<file path="config.mk">
export PLATFORM = sky130hd
export DESIGN_NAME = host_link_codec
export DESIGN_NICKNAME = d
export VERILOG_FILES = /design/src/rtl/host_link_codec.sv
export SDC_FILE = /design/constraint.sdc
export NUM_CORES = 1
export LEC_CHECK = 0
export ABC_AREA = 1
export CELL_PAD_IN_SITES_DETAIL_PLACEMENT = 0
export CELL_PAD_IN_SITES_GLOBAL_PLACEMENT = 2
export CORE_UTILIZATION = 34
export DETAILED_ROUTE_END_ITERATION = 6
export PLACE_DENSITY = 0.9
export RECOVER_POWER = 100
export SYNTH_ARGS = -nofsm -noshare
export SYNTH_HDL_FRONTEND = slang
export SYNTH_SLANG_ARGS = --single-unit
</file>
<file path="constraint.sdc">
create_clock -name CLK -period 4.3 [get_ports CLK]
set_clock_uncertainty 0.1 [all_clocks]
set_input_delay 0.86 -clock CLK [delete_from_list [all_inputs] [get_ports CLK]]
set_output_delay 0.86 -clock CLK [all_outputs]
set_load 0.05 [all_outputs]
</file>
<file path="src/rtl/host_link_codec.sv">
// Byte-stuffing codec between the host arbiter's FIFO-style port and the transport FIFOs.
// TX escapes reserved bytes and inserts SYNC keepalives; RX strips escapes and tracks SYNC resync.
module host_link_codec #(
    parameter logic [7:0]  SYNC_BYTE = 8'h7E,
    parameter logic [7:0]  ESC_BYTE  = 8'h7D,
    parameter logic [7:0]  ESC_XOR   = 8'h20,
    parameter int unsigned KEEPALIVE = 0
) (
    input  logic       CLK,
    input  logic       RESETn,
    input  logic       arb_WREN,
    input  logic [7:0] arb_WRDATA,
    output logic       arb_WRFULL,
    input  logic       arb_RDEN,
    output logic [7:0] arb_RDDATA,
    output logic       arb_RDEMPTY,
    output logic       tx_WREN,
    output logic [7:0] tx_WRDATA,
    input  logic       tx_WRFULL,
    output logic       rx_RDEN,
    input  logic [7:0] rx_RDDATA,
    input  logic       rx_RDEMPTY,
    output logic       RESYNC,
    output logic [7:0] ERR_CNT
);

    localparam logic [23:0] KA_LIMIT = 24'(KEEPALIVE);

    typedef enum logic [1:0] {
        TX_IDLE,
        TX_PLAIN,
        TX_ESC2
    } tx_state_t;

    // ---------------- TX path ----------------
    tx_state_t   tx_state, tx_state_next;
    logic [7:0]  hold, hold_next;
    logic [23:0] ka_cnt, ka_next;
    logic        wrfull_next;
    logic        tx_wren_next;
    logic [7:0]  tx_wrdata_next;

    // NOTE: every signal driven here gets a default first, so no path can infer a latch.
    always_comb begin
        tx_state_next  = tx_state;
        hold_next      = hold;
        tx_wren_next   = 1'b0;
        tx_wrdata_next = tx_WRDATA;
        ka_next        = (ka_cnt < KA_LIMIT) ? ka_cnt + 24'd1 : ka_cnt;

        unique case (tx_state)
            TX_IDLE: begin
                // Keepalive may go out on the same edge a new byte lands in hold;
                // the byte then wins every later cycle because hold is no longer empty.
                if (arb_WREN) begin
                    hold_next     = arb_WRDATA;
                    tx_state_next = TX_PLAIN;
                end
                if (ka_cnt == KA_LIMIT && KA_LIMIT != 24'd0 && !tx_WRFULL) begin
                    tx_wren_next   = 1'b1;
                    tx_wrdata_next = SYNC_BYTE;
                end
            end
            TX_PLAIN: begin
                if (!tx_WRFULL) begin
                    tx_wren_next = 1'b1;
                    if (hold == SYNC_BYTE || hold == ESC_BYTE) begin
                        tx_wrdata_next = ESC_BYTE;
                        tx_state_next  = TX_ESC2;
                    end else begin
                        tx_wrdata_next = hold;
                        tx_state_next  = TX_IDLE;
                    end
                end
            end
            TX_ESC2: begin
                if (!tx_WRFULL) begin
                    tx_wren_next   = 1'b1;
                    tx_wrdata_next = hold ^ ESC_XOR;
                    tx_state_next  = TX_IDLE;
                end
            end
            default: tx_state_next = TX_IDLE;
        endcase

        if (tx_wren_next) ka_next = 24'd0;
        wrfull_next = (tx_state_next != TX_IDLE);
    end

    // NOTE: state registers use non-blocking assignments so every flop samples pre-edge values.
    always_ff @(posedge CLK or negedge RESETn) begin
        if (!RESETn) begin
            tx_state   <= TX_IDLE;
            hold       <= 8'h00;
            ka_cnt     <= 24'd0;
            arb_WRFULL <= 1'b0;
            tx_WREN    <= 1'b0;
            tx_WRDATA  <= 8'h00;
        end else begin
            tx_state   <= tx_state_next;
            hold       <= hold_next;
            ka_cnt     <= ka_next;
            arb_WRFULL <= wrfull_next;
            tx_WREN    <= tx_wren_next;
            tx_WRDATA  <= tx_wrdata_next;
        end
    end

    // ---------------- RX path ----------------
    logic       rd_pend;            // transport byte arrives on rx_RDDATA this cycle
    logic       esc, esc_next;
    logic [7:0] rx_buf [2];
    logic [7:0] buf_next [2];
    logic [1:0] count, count_next;
    logic       push, pop, err_hit;
    logic [7:0] push_data;
    logic       resync_next, rden_next;
    logic [7:0] rdata_next, err_next;

    always_comb begin
        esc_next    = esc;
        resync_next = 1'b0;
        err_hit     = 1'b0;
        push        = 1'b0;
        push_data   = rx_RDDATA;

        if (rd_pend) begin
            if (rx_RDDATA == SYNC_BYTE) begin
                esc_next    = 1'b0;
                resync_next = 1'b1;
                err_hit     = esc;
            end else if (rx_RDDATA == ESC_BYTE) begin
                err_hit  = esc;
                esc_next = 1'b1;
            end else begin
                push      = 1'b1;
                push_data = esc ? (rx_RDDATA ^ ESC_XOR) : rx_RDDATA;
                esc_next  = 1'b0;
            end
        end

        pop        = arb_RDEN && !arb_RDEMPTY;
        buf_next   = rx_buf;
        count_next = count;
        if (pop) begin
            buf_next[0] = rx_buf[1];
            count_next  = count - 2'd1;
        end
        if (push) begin
            buf_next[count_next[0]] = push_data;
            count_next              = count_next + 2'd1;
        end

        rdata_next = pop ? rx_buf[0] : arb_RDDATA;
        // A new read only once the previous one has been decoded and the buffer has room.
        rden_next  = !rx_RDEMPTY && !rx_RDEN && (count_next < 2'd2);
        err_next   = (err_hit && ERR_CNT != 8'hFF) ? ERR_CNT + 8'd1 : ERR_CNT;
    end

    always_ff @(posedge CLK or negedge RESETn) begin
        if (!RESETn) begin
            rx_RDEN     <= 1'b0;
            rd_pend     <= 1'b0;
            esc         <= 1'b0;
            // NOTE: the two buffer entries are reset so arb_RDDATA can never expose X after reset.
            rx_buf[0]   <= 8'h00;
            rx_buf[1]   <= 8'h00;
            count       <= 2'd0;
            arb_RDEMPTY <= 1'b1;
            arb_RDDATA  <= 8'h00;
            RESYNC      <= 1'b0;
            ERR_CNT     <= 8'h00;
        end else begin
            rx_RDEN     <= rden_next;
            rd_pend     <= rx_RDEN;
            esc         <= esc_next;
            rx_buf[0]   <= buf_next[0];
            rx_buf[1]   <= buf_next[1];
            count       <= count_next;
            arb_RDEMPTY <= (count_next == 2'd0);
            arb_RDDATA  <= rdata_next;
            RESYNC      <= resync_next;
            ERR_CNT     <= err_next;
        end
    end

endmodule

</file>
==> run_summary.xml, run 1 <==
<?xml version="1.0" encoding="UTF-8"?>
<metrics>
  <group name="outcome">
    <metric name="status" unit="">complete, but fails checks</metric>
    <metric name="violations_in_the_final_reports" unit="">capacitance limit, slew limit</metric>
  </group>
  <group name="synth">
    <metric name="synthesis.nets" unit="">331</metric>
    <metric name="synthesis.area" unit="um^2">2746</metric>
    <metric name="yosys_warnings" unit="">0</metric>
    <metric name="seq_area_frac_synth" unit="%">53.80</metric>
    <metric name="post_synth.cell_area_avg" unit="um^2">9.064</metric>
    <metric name="postSynthRegisterBits" unit="">59</metric>
    <metric name="number_of_unique_standard_cell_types_used_by_synthesis" unit="">32</metric>
    <metric name="syn-instance-count" unit="">303</metric>
  </group>
  <group name="floorplanning">
    <metric name="core_area" unit="um^2">7767</metric>
    <metric name="die-width" unit="um">91.88</metric>
    <metric name="initial_core_util" unit="%">35.36</metric>
    <metric name="fp.dieArea" unit="um^2">8441</metric>
    <metric name="top_level_ports" unit="">51</metric>
    <metric name="fp.dieH" unit="um">91.88</metric>
    <metric name="row_count" unit="">32</metric>
  </group>
  <group name="min_path">
    <metric name="min_path_type" unit="">reg2reg</metric>
  </group>
  <group name="clock_network">
    <metric name="cts-root-buf" unit="">clkbuf_8</metric>
    <metric name="clock_tree.buffer_depth" unit="">2</metric>
    <metric name="ctsHoldBuffers" unit="">0</metric>
    <metric name="tritoncts.num_buffers" unit="">9</metric>
    <metric name="numClockSinks" unit="">59</metric>
    <metric name="cts_htree_levels" unit="">3</metric>
    <metric name="cts_repair_resize_count" unit="">0</metric>
    <metric name="clkSlewWorstSetupHoldPaths" unit="ns">0.06</metric>
    <metric name="tritoncts" unit="">yes</metric>
    <metric name="clock_insertion_delay_worst_skew" unit="ns">0.34</metric>
    <metric name="postCtsSetupBuffers" unit="">0</metric>
  </group>
  <group name="detailed_routing">
    <metric name="drt-total-wl" unit="um">5381</metric>
    <metric name="routed-via-count" unit="">2107</metric>
    <metric name="drt.antenna.violating_nets" unit="">0</metric>
    <metric name="drt-initial-drc-count" unit="">58</metric>
    <metric name="via_per_inst" unit="">4.512</metric>
    <metric name="firstDrtPassIters" unit="">4</metric>
    <metric name="post-route-drc-count" unit="">0</metric>
    <metric name="routedWlPerCell" unit="um">11.52</metric>
  </group>
  <group name="pwr">
    <metric name="power_density" unit="nW/um^2">663.4</metric>
    <metric name="comb_power_share" unit="%">41.6</metric>
    <metric name="intPower" unit="mW">1.328</metric>
    <metric name="sw_frac_of_total" unit="%">42.12</metric>
    <metric name="total_switching_power" unit="uW">966.4</metric>
    <metric name="sequentialPowerShare" unit="%">38.5</metric>
    <metric name="leakagePower" unit="nW">1.679</metric>
    <metric name="clockPowerShare" unit="%">19.8</metric>
    <metric name="worst_ir_drop_vdd" unit="uV">279.2</metric>
  </group>
  <group name="worst_setup_path">
    <metric name="start_kind" unit="">primary input</metric>
    <metric name="timing.critical_path.slowest_cell_delay" unit="ns">1.71</metric>
    <metric name="timing.critical_path.fanout_max" unit="">46</metric>
    <metric name="endpoint_kind" unit="">async pin</metric>
    <metric name="critical_path_arrival" unit="ns">2.60</metric>
    <metric name="crit_path_cell_trace" unit="">clkbuf_1</metric>
    <metric name="critPathRequiredTime" unit="ns">4.12</metric>
    <metric name="worst-setup-path-type" unit="">in2async</metric>
    <metric name="worst_path_max_delay_cell" unit="">clkbuf_1</metric>
    <metric name="timing.critical_path.buf_inv" unit="">1</metric>
    <metric name="r2r_slack" unit="ns">2.21</metric>
    <metric name="critical-path-top-delay-family" unit="">buffers and inverters</metric>
  </group>
  <group name="layout">
    <metric name="flow.area_growth_from_synthesis" unit="%">25.92</metric>
    <metric name="finalCoreUtilization" unit="%">44.52</metric>
    <metric name="layout-drive-gt1-share" unit="%">9.589</metric>
    <metric name="num-nets-final" unit="">388</metric>
    <metric name="layout_common_cells" unit="">95 x nand2_1, 58 x dfrtp_1, 35 x inv_1</metric>
    <metric name="n_antenna_cell" unit="">0</metric>
    <metric name="layout_commonest_cell" unit="">nand2_1</metric>
  </group>
  <group name="timing">
    <metric name="slew_headroom" unit="%">-64.01</metric>
    <metric name="worst_pin_slew" unit="ns">2.460</metric>
    <metric name="setup_viol" unit="">0</metric>
    <metric name="tmin_final" unit="ns">2.779</metric>
    <metric name="postLayoutSetupSlackWorst" unit="ns">1.521</metric>
    <metric name="rsz0062_at_grt" unit="">no</metric>
    <metric name="fmax" unit="GHz">0.3599</metric>
    <metric name="hold_violations" unit="">0</metric>
    <metric name="timing_max_transition_violations_final" unit="">47</metric>
    <metric name="accumulated_negative_setup_slack" unit="ns">0</metric>
    <metric name="finalHoldWorstSlack" unit="ns">0.2924</metric>
    <metric name="final_clock_period_utilization_by_the_worst_path" unit="%">64.62</metric>
  </group>
  <group name="global_routing">
    <metric name="first_global_vias" unit="">2074</metric>
    <metric name="maximum_number_of_pins_on_one_net_before_global_route_repair" unit="">47</metric>
    <metric name="overall_routing_resource_usage" unit="%">14.21</metric>
    <metric name="overflow" unit="">0</metric>
    <metric name="antenna_found_initial" unit="">0</metric>
    <metric name="grt_first_pass_wirelength" unit="um">9342</metric>
  </group>
  <group name="placed_design">
    <metric name="post_dp_hpwl" unit="um">3859</metric>
    <metric name="port-buffer-count" unit="">50</metric>
    <metric name="preCtsSetupSlack" unit="ns">1.350</metric>
    <metric name="globalplace.congestion" unit="">0.7348</metric>
  </group>
  <group name="flow_run">
    <metric name="cap_viol_max_count" unit="">1</metric>
  </group>
</metrics>
[per-stage QoR]
| step | power [mW] | cell area [um^2] | std cells |
|---|---|---|---|
| CTS | 2.384 | 3511 | 467 |
| floorplan | 1.605 | 2746 | 303 |
| finish | 2.294 | 3458 | 467 |
| detailed placement | 1.921 | 3337 | 451 |
| global route | 2.463 | 3458 | 467 |
| global placement | 1.900 | 3337 | 451 |
[final timing paths]
kind,startpoint,to,depth (start not counted)
worst max-delay path,RESETn,async pin,1
worst min-delay path,rx_RDEN,rd_pend,0
worst max register to register,arb_RDEMPTY,register,9
worst min register to register,rx_RDEN,rd_pend,0
max in group CLK,arb_RDEN,rx_buf[11],9
min in group asynchronous,RESETn,hold[1],1
[final cells by class]
class                           instances  area (um^2)
Inverter                               37        138.9
Fill cell                             790         4309
Sequential cell                        59         1478
Tap cell                              102        127.6
Timing Repair Buffer                   52        509.2
Multi-Input combinational cell        201         1031
Clock inverter                          3        15.01
Clock buffer                           13        158.9
[worst register-to-register path, cell delays in order (launching register included)]
cell and delay (ns):
dfstp_2 0.52, inv_1 0.05, nand2_1 0.05, buf_4 0.26, nand2_1 0.11, nand2_1 0.12, ha_1 0.28, clkinv_1 0.26
nand2_1 0.12, o21ai_0 0.08
[synth_stat cells (all sizes together)]
library cell  instances  share of area (%)
clkinv                2               0.27
dfstp                 1               0.96
inv                  35                4.8
xnor2                 6                1.9
nor2                 19                3.8
o21ai                36                7.5
buf                   3                1.3
dfrtp                58                 53
ha                    6                2.7
nand3                 9                2.0
nand2               100                 14
nand4                 3               0.68
clkbuf                3               0.41
xor2                  1               0.32
nor3                  1               0.18
or2                   1               0.23
a21o                  1               0.27
mux2                  6                2.5
a31oi                 1               0.23
a21oi                 6                1.1
and2                  1               0.23
nand3b                3                1.3
o211ai                1               0.27
[power by group through the flow]
stage / registers [mW] / clock network (mW) / logic [mW]
2_1_floorplan: 1.18 / 0 / 0.423
3_3_place_gp: 0.899 / 0 / 1.00
3_5_place_dp: 0.901 / 0 / 1.02
4_1_cts: 0.892 / 0.469 / 1.02
5_1_grt: 0.915 / 0.489 / 1.06
6_report: 0.884 / 0.455 / 0.955
[cells by family after synthesis]
kind of cell,after synthesis,share of synthesized area (%)
flip-flops,59,53.80
XOR/XNOR,7,2.232
adder cells (fa/ha/maj),6,2.733
AND/OR/NAND/NOR,137,22.60
multiplexers,6,2.460
AO/OA/AOI/OAI,45,9.385
buffers and inverters,43,6.788
[layer usage]
metal	routed length [um]	track usage (%)	share of wire, %
met5	0	0	0
met4	114	7.813	2.1
met3	226	2.819	4.2
met2	2458	22.57	46
met1	2582	18.15	48
Note: power is estimated with default switching activity, not from simulation.
==> run 2, diff against run 1 <==
Settings changed: CORE_UTILIZATION 34 to 31, PLACE_DENSITY 0.9 to 0.83.
Clock period 4.3 ns to 2.65 ns, I/O delays scaled along.
==> run 2 against run 1 <==
Largest cell class unchanged. The flow now finishes without violations. Largest power group unchanged. Highest routed layer unchanged. Register-to-register slack worse by 1.7 ns. Setup slack got worse by 1.2 ns. Count of clock-buffer cells in the layout is 1 higher.
==> run_summary.xml, run 2 (synthesis results as in run 1) <==
<?xml version="1.0" encoding="UTF-8"?>
<metrics>
  <group name="pwr">
    <metric name="worst_ir_drop_vdd" unit="uV">421.9</metric>
    <metric name="sw_frac_of_total" unit="%">41.99</metric>
    <metric name="power_density" unit="nW/um^2">1071</metric>
    <metric name="intPower" unit="mW">2.157</metric>
    <metric name="comb_power_share" unit="%">41.9</metric>
    <metric name="fin_total_pwr" unit="mW">3.718</metric>
    <metric name="sequentialPowerShare" unit="%">38.8</metric>
    <metric name="leakagePower" unit="nW">1.681</metric>
    <metric name="clockPowerShare" unit="%">19.4</metric>
    <metric name="total_switching_power" unit="mW">1.561</metric>
  </group>
  <group name="timing">
    <metric name="postLayoutSetupSlackWorst" unit="ns">0.3006</metric>
    <metric name="timing_max_transition_violations_final" unit="">0</metric>
    <metric name="hold_violations" unit="">0</metric>
    <metric name="finalHoldWorstSlack" unit="ns">0.3023</metric>
    <metric name="tmin_final" unit="ns">2.349</metric>
    <metric name="accumulated_negative_setup_slack" unit="ns">0</metric>
    <metric name="setup_viol" unit="">0</metric>
    <metric name="rsz0062_at_grt" unit="">no</metric>
    <metric name="final_clock_period_utilization_by_the_worst_path" unit="%">88.66</metric>
    <metric name="fmax" unit="GHz">0.4256</metric>
    <metric name="worst_pin_slew" unit="ns">1.252</metric>
    <metric name="slew_headroom" unit="%">16.53</metric>
  </group>
  <group name="detailed_routing">
    <metric name="drt-initial-drc-count" unit="">66</metric>
    <metric name="via_per_inst" unit="">4.339</metric>
    <metric name="post-route-drc-count" unit="">0</metric>
    <metric name="drt.antenna.violating_nets" unit="">0</metric>
    <metric name="routed-via-count" unit="">2048</metric>
    <metric name="firstDrtPassIters" unit="">5</metric>
    <metric name="routedWlPerCell" unit="um">11.54</metric>
    <metric name="drt-total-wl" unit="um">5447</metric>
  </group>
  <group name="placed_design">
    <metric name="port-buffer-count" unit="">50</metric>
    <metric name="preCtsSetupSlack" unit="ns">0.3179</metric>
    <metric name="post_dp_hpwl" unit="um">4020</metric>
    <metric name="place_inst" unit="">456</metric>
    <metric name="place_area" unit="um^2">3356</metric>
    <metric name="globalplace.congestion" unit="">0.7500</metric>
  </group>
  <group name="layout">
    <metric name="flow.area_growth_from_synthesis" unit="%">26.42</metric>
    <metric name="num-nets-final" unit="">390</metric>
    <metric name="finalCoreUtilization" unit="%">41.42</metric>
    <metric name="layout_commonest_cell" unit="">nand2_1</metric>
    <metric name="stdcell_count" unit="">472</metric>
    <metric name="final_area" unit="um^2">3472</metric>
    <metric name="layout-drive-gt1-share" unit="%">8.719</metric>
    <metric name="n_antenna_cell" unit="">0</metric>
    <metric name="layout_common_cells" unit="">97 x nand2_1, 58 x dfrtp_1, 35 x inv_1</metric>
  </group>
  <group name="worst_setup_path">
    <metric name="crit_path_cell_trace" unit="">dlygate4sd3_1</metric>
    <metric name="timing.critical_path.buf_inv" unit="">1</metric>
    <metric name="start_kind" unit="">register</metric>
    <metric name="critical-path-top-delay-family" unit="">buffers and inverters</metric>
    <metric name="endpoint_kind" unit="">output pin</metric>
    <metric name="critPathRequiredTime" unit="ns">2.02</metric>
    <metric name="worst-setup-path-type" unit="">reg2out</metric>
    <metric name="timing.critical_path.slowest_cell_delay" unit="ns">0.86</metric>
    <metric name="worst_path_max_delay_cell" unit="">dlygate4sd3_1</metric>
    <metric name="critical_path_arrival" unit="ns">1.72</metric>
    <metric name="timing.critical_path.fanout_max" unit="">2</metric>
  </group>
  <group name="floorplanning">
    <metric name="row_count" unit="">33</metric>
    <metric name="initial_core_util" unit="%">32.77</metric>
    <metric name="die-width" unit="um">96.13</metric>
    <metric name="fp.dieArea" unit="um^2">9240</metric>
    <metric name="core_area" unit="um^2">8382</metric>
    <metric name="top_level_ports" unit="">51</metric>
    <metric name="fp.dieH" unit="um">96.13</metric>
  </group>
  <group name="global_routing">
    <metric name="first_global_vias" unit="">2033</metric>
    <metric name="grt_first_pass_wirelength" unit="um">9404</metric>
    <metric name="maximum_number_of_pins_on_one_net_before_global_route_repair" unit="">32</metric>
    <metric name="antenna_found_initial" unit="">0</metric>
    <metric name="overflow" unit="">0</metric>
    <metric name="overall_routing_resource_usage" unit="%">13.76</metric>
  </group>
  <group name="clock_network">
    <metric name="tritoncts.num_buffers" unit="">9</metric>
    <metric name="cts_repair_resize_count" unit="">0</metric>
    <metric name="cts_htree_levels" unit="">3</metric>
    <metric name="ctsHoldBuffers" unit="">0</metric>
    <metric name="cts-root-buf" unit="">clkbuf_8</metric>
    <metric name="clkSlewWorstSetupHoldPaths" unit="ns">0.07</metric>
    <metric name="postCtsSetupBuffers" unit="">0</metric>
    <metric name="numClockSinks" unit="">59</metric>
    <metric name="clock_insertion_delay_worst_skew" unit="ns">0.33</metric>
    <metric name="tritoncts" unit="">yes</metric>
    <metric name="clock_tree.buffer_depth" unit="">2</metric>
  </group>
  <group name="min_path">
    <metric name="min_path_type" unit="">reg2reg</metric>
  </group>
  <group name="outcome">
    <metric name="status" unit="">complete, no violations</metric>
  </group>
  <group name="flow_run">
    <metric name="cap_viol_max_count" unit="">0</metric>
  </group>
</metrics>
[run 2: changes by cell type in the layout (fill, tap and decap cells not counted), sizes merged]
cell,previous run,this run
dlygate4sd3,33,31
clkbuf,14,19
clkdlybuf4s50,16,18
buf,2,0
clkinv,5,4
[run 2: path summary, 6_finish.rpt]
check | cells past startpoint | slack, ns | end | from
max | 1 | 0.30 | arb_RDEMPTY | arb_RDEMPTY
min | 0 | 0.30 | rd_pend | rx_RDEN
max reg2reg | 4 | 0.55 | arb_RDDATA[3] | arb_RDEMPTY
min reg2reg | 0 | 0.30 | rd_pend | rx_RDEN
max in group asynchronous | 2 | 0.60 | rx_buf[10] | RESETn
min in group asynchronous | 1 | 0.35 | tx_WRDATA[1] | RESETn
[run 2: per-layer routing]
| layer | vias to the layer above | part of all wire (%) | track usage (%) |
|---|---|---|---|
| li1 | 1073 | - | - |
| met1 | 923 | 48 | 17.14 |
| met2 | 45 | 45 | 21.69 |
| met3 | 7 | 5.4 | 5.450 |
| met4 | 0 | 1.1 | 4.478 |
| met5 | - | 0 | 0 |
[run 2: power by group through the flow]
stage / Sequential (mW) / Clock (mW) / Combinational [mW]
floorplan: 1.92 / 0 / 0.686
global placement: 1.46 / 0 / 1.64
detailed placement: 1.47 / 0 / 1.66
CTS: 1.45 / 0.751 / 1.66
global route: 1.49 / 0.794 / 1.75
finish: 1.44 / 0.720 / 1.56
[run 2: area by class of cell]
class                           instances  area [um^2]
Clock inverter                          2        10.01
Multi-Input combinational cell        201         1041
Inverter                               37        138.9
Sequential cell                        59         1478
Fill cell                             850         4910
Clock buffer                           14        162.7
Timing Repair Buffer                   54        510.5
Tap cell                              105        131.4
==> run 3, diff against run 2 <==
Settings changed: GPL_TIMING_DRIVEN set to 0.
==> run 3 against run 2 <==
Critical path depth increased by 7. Register-to-register slack gained 0.05 ns. Core utilization up 0.97 points. Setup slack got worse by 0.015 ns. Largest power group unchanged. Count of clock-buffer cells in the layout fell by 3. Global-route usage decreased by 0.098 points. Sequential cell count stayed put. Sequential power about the same.
==> run_summary.xml, run 3 (synthesis results as in run 1) <==
<?xml version="1.0" encoding="UTF-8"?>
<metrics>
  <group name="outcome">
    <metric name="status" unit="">complete, no violations</metric>
  </group>
  <group name="detailed_routing">
    <metric name="firstDrtPassIters" unit="">4</metric>
    <metric name="routedWlPerCell" unit="um">11.68</metric>
    <metric name="drt.antenna.violating_nets" unit="">0</metric>
    <metric name="routed-via-count" unit="">2087</metric>
    <metric name="drt-initial-drc-count" unit="">27</metric>
    <metric name="via_per_inst" unit="">4.394</metric>
    <metric name="post-route-drc-count" unit="">0</metric>
    <metric name="drt-total-wl" unit="um">5550</metric>
  </group>
  <group name="clock_network">
    <metric name="cts_htree_levels" unit="">3</metric>
    <metric name="clock_tree.buffer_depth" unit="">2</metric>
    <metric name="postCtsSetupBuffers" unit="">0</metric>
    <metric name="ctsHoldBuffers" unit="">0</metric>
    <metric name="clkSlewWorstSetupHoldPaths" unit="ns">0.07</metric>
    <metric name="tritoncts.num_buffers" unit="">9</metric>
    <metric name="cts-root-buf" unit="">clkbuf_8</metric>
    <metric name="numClockSinks" unit="">59</metric>
    <metric name="clock_insertion_delay_worst_skew" unit="ns">0.33</metric>
    <metric name="tritoncts" unit="">yes</metric>
    <metric name="cts_repair_resize_count" unit="">0</metric>
  </group>
  <group name="worst_setup_path">
    <metric name="r2r_end" unit="">tx_WRDATA[5]</metric>
    <metric name="worst-setup-path-type" unit="">in2reg</metric>
    <metric name="critical_path.startpoint" unit="">rx_RDDATA[6]</metric>
    <metric name="critical_path_arrival" unit="ns">2.45</metric>
    <metric name="critPathRequiredTime" unit="ns">2.74</metric>
    <metric name="start_kind" unit="">primary input</metric>
    <metric name="setup.worst_path.end" unit="">rx_buf[14]</metric>
    <metric name="worst-r2r-cell-count" unit="">7</metric>
    <metric name="r2r_slack" unit="ns">0.60</metric>
    <metric name="endpoint_kind" unit="">register</metric>
    <metric name="timing.critical_path.fanout_max" unit="">10</metric>
    <metric name="worst_reg2reg_startpoint" unit="">tx_state[0]</metric>
  </group>
  <group name="placed_design">
    <metric name="globalplace.congestion" unit="">0.7592</metric>
    <metric name="post_dp_hpwl" unit="um">4087</metric>
    <metric name="place_area" unit="um^2">3393</metric>
    <metric name="port-buffer-count" unit="">50</metric>
  </group>
  <group name="layout">
    <metric name="final_area" unit="um^2">3553</metric>
    <metric name="layout_commonest_cell" unit="">nand2_1</metric>
    <metric name="n_antenna_cell" unit="">0</metric>
    <metric name="num-nets-final" unit="">393</metric>
    <metric name="flow.area_growth_from_synthesis" unit="%">29.39</metric>
    <metric name="finalCoreUtilization" unit="%">42.39</metric>
    <metric name="layout-drive-gt1-share" unit="%">9.730</metric>
    <metric name="layout_common_cells" unit="">96 x nand2_1, 58 x dfrtp_1, 35 x inv_1</metric>
  </group>
  <group name="timing">
    <metric name="worst_pin_slew" unit="ns">1.282</metric>
    <metric name="timing_max_transition_violations_final" unit="">0</metric>
    <metric name="rsz0062_at_grt" unit="">no</metric>
    <metric name="slew_headroom" unit="%">14.53</metric>
    <metric name="tmin_final" unit="ns">2.365</metric>
    <metric name="accumulated_negative_setup_slack" unit="ns">0</metric>
    <metric name="fmax" unit="GHz">0.4229</metric>
    <metric name="hold_violations" unit="">0</metric>
    <metric name="final_clock_period_utilization_by_the_worst_path" unit="%">89.23</metric>
    <metric name="setup_viol" unit="">0</metric>
  </group>
  <group name="floorplanning">
    <metric name="core_area" unit="um^2">8382</metric>
    <metric name="fp.dieArea" unit="um^2">9240</metric>
    <metric name="fp.dieH" unit="um">96.13</metric>
    <metric name="initial_core_util" unit="%">32.77</metric>
    <metric name="top_level_ports" unit="">51</metric>
    <metric name="die-width" unit="um">96.13</metric>
    <metric name="row_count" unit="">33</metric>
  </group>
  <group name="flow_run">
    <metric name="cap_viol_max_count" unit="">0</metric>
  </group>
  <group name="global_routing">
    <metric name="maximum_number_of_pins_on_one_net_before_global_route_repair" unit="">37</metric>
    <metric name="antenna_found_initial" unit="">0</metric>
    <metric name="overall_routing_resource_usage" unit="%">13.66</metric>
    <metric name="overflow" unit="">0</metric>
    <metric name="grt_first_pass_wirelength" unit="um">9411</metric>
    <metric name="first_global_vias" unit="">2050</metric>
  </group>
  <group name="min_path">
    <metric name="hold_path.startpoint" unit="">rx_RDEN</metric>
    <metric name="min_path_type" unit="">reg2reg</metric>
    <metric name="worstHoldPathCells" unit="">0</metric>
  </group>
  <group name="pwr">
    <metric name="power_density" unit="nW/um^2">1124</metric>
    <metric name="worst_ir_drop_vdd" unit="uV">409.0</metric>
    <metric name="fin_total_pwr" unit="mW">3.996</metric>
    <metric name="leakagePower" unit="nW">1.720</metric>
  </group>
</metrics>
-- run 3: cell count changes in the layout (fill, tap and decap cells not counted), sizes merged --
| cell | before | now |
|---|---|---|
| clkbuf | 19 | 18 |
| bufinv | 0 | 3 |
| buf | 0 | 1 |
-- run 3: power by group --
group | total [mW] | internal (mW) | leakage (nW) | switching, mW
Sequential | 1.44 | 1.26 | 0.735 | 0.176
Clock | 0.997 | 0.648 | 0.123 | 0.350
Combinational | 1.56 | 0.509 | 0.861 | 1.05
-- run 3: worst min path at each step --
stage                       endpoint  slack, ns
after floorplan           ERR_CNT[0]       0.13
after global placement       rd_pend       0.28
after detailed placement     rd_pend       0.29
after CTS                    hold[1]       0.09
after global routing         rd_pend       0.32
final                        rd_pend       0.31
-- run 3: layer usage --
| metal | vias to the layer above | routed length, um | global-route usage (%) |
|---|---|---|---|
| met3 | 7 | 329 | 5.450 |
| met5 | - | 0 | 0 |
| met4 | 0 | 65 | 4.104 |
| met1 | 954 | 2649 | 17.50 |
| li1 | 1078 | - | - |
| met2 | 48 | 2505 | 21.10 |
-- run 3: area by class of cell --
class	instances	area, um^2
fill	868	4828
sequential	59	1478
multi-input combinational	201	1026
timing repair buffer	51	499.2
clock buffer	11	141.4
inverter	37	138.9
tap	105	131.4
clock inverter	5	100.1
buffer	6	38.79
-- run 3: metrics by stage --
stage,hold WS (ns),setup WS [ns],std cells
CTS,0.09118,0.3382,475
floorplan,0.1344,0.6995,303
global placement,0.2837,-1.067,458
global route,0.3234,0.1390,475
finish,0.3053,0.2853,475
detailed placement,0.2854,0.04629,459
-- run 3: critical path, stage by stage --
cell           delay (ns)
dlygate4sd3_1        0.58
nand2_1              0.11
nor2_1               0.08
nand2_2              0.10
nand3_1              0.12
nor2_1               0.38
clkbuf_1             0.40
o21ai_0              0.15
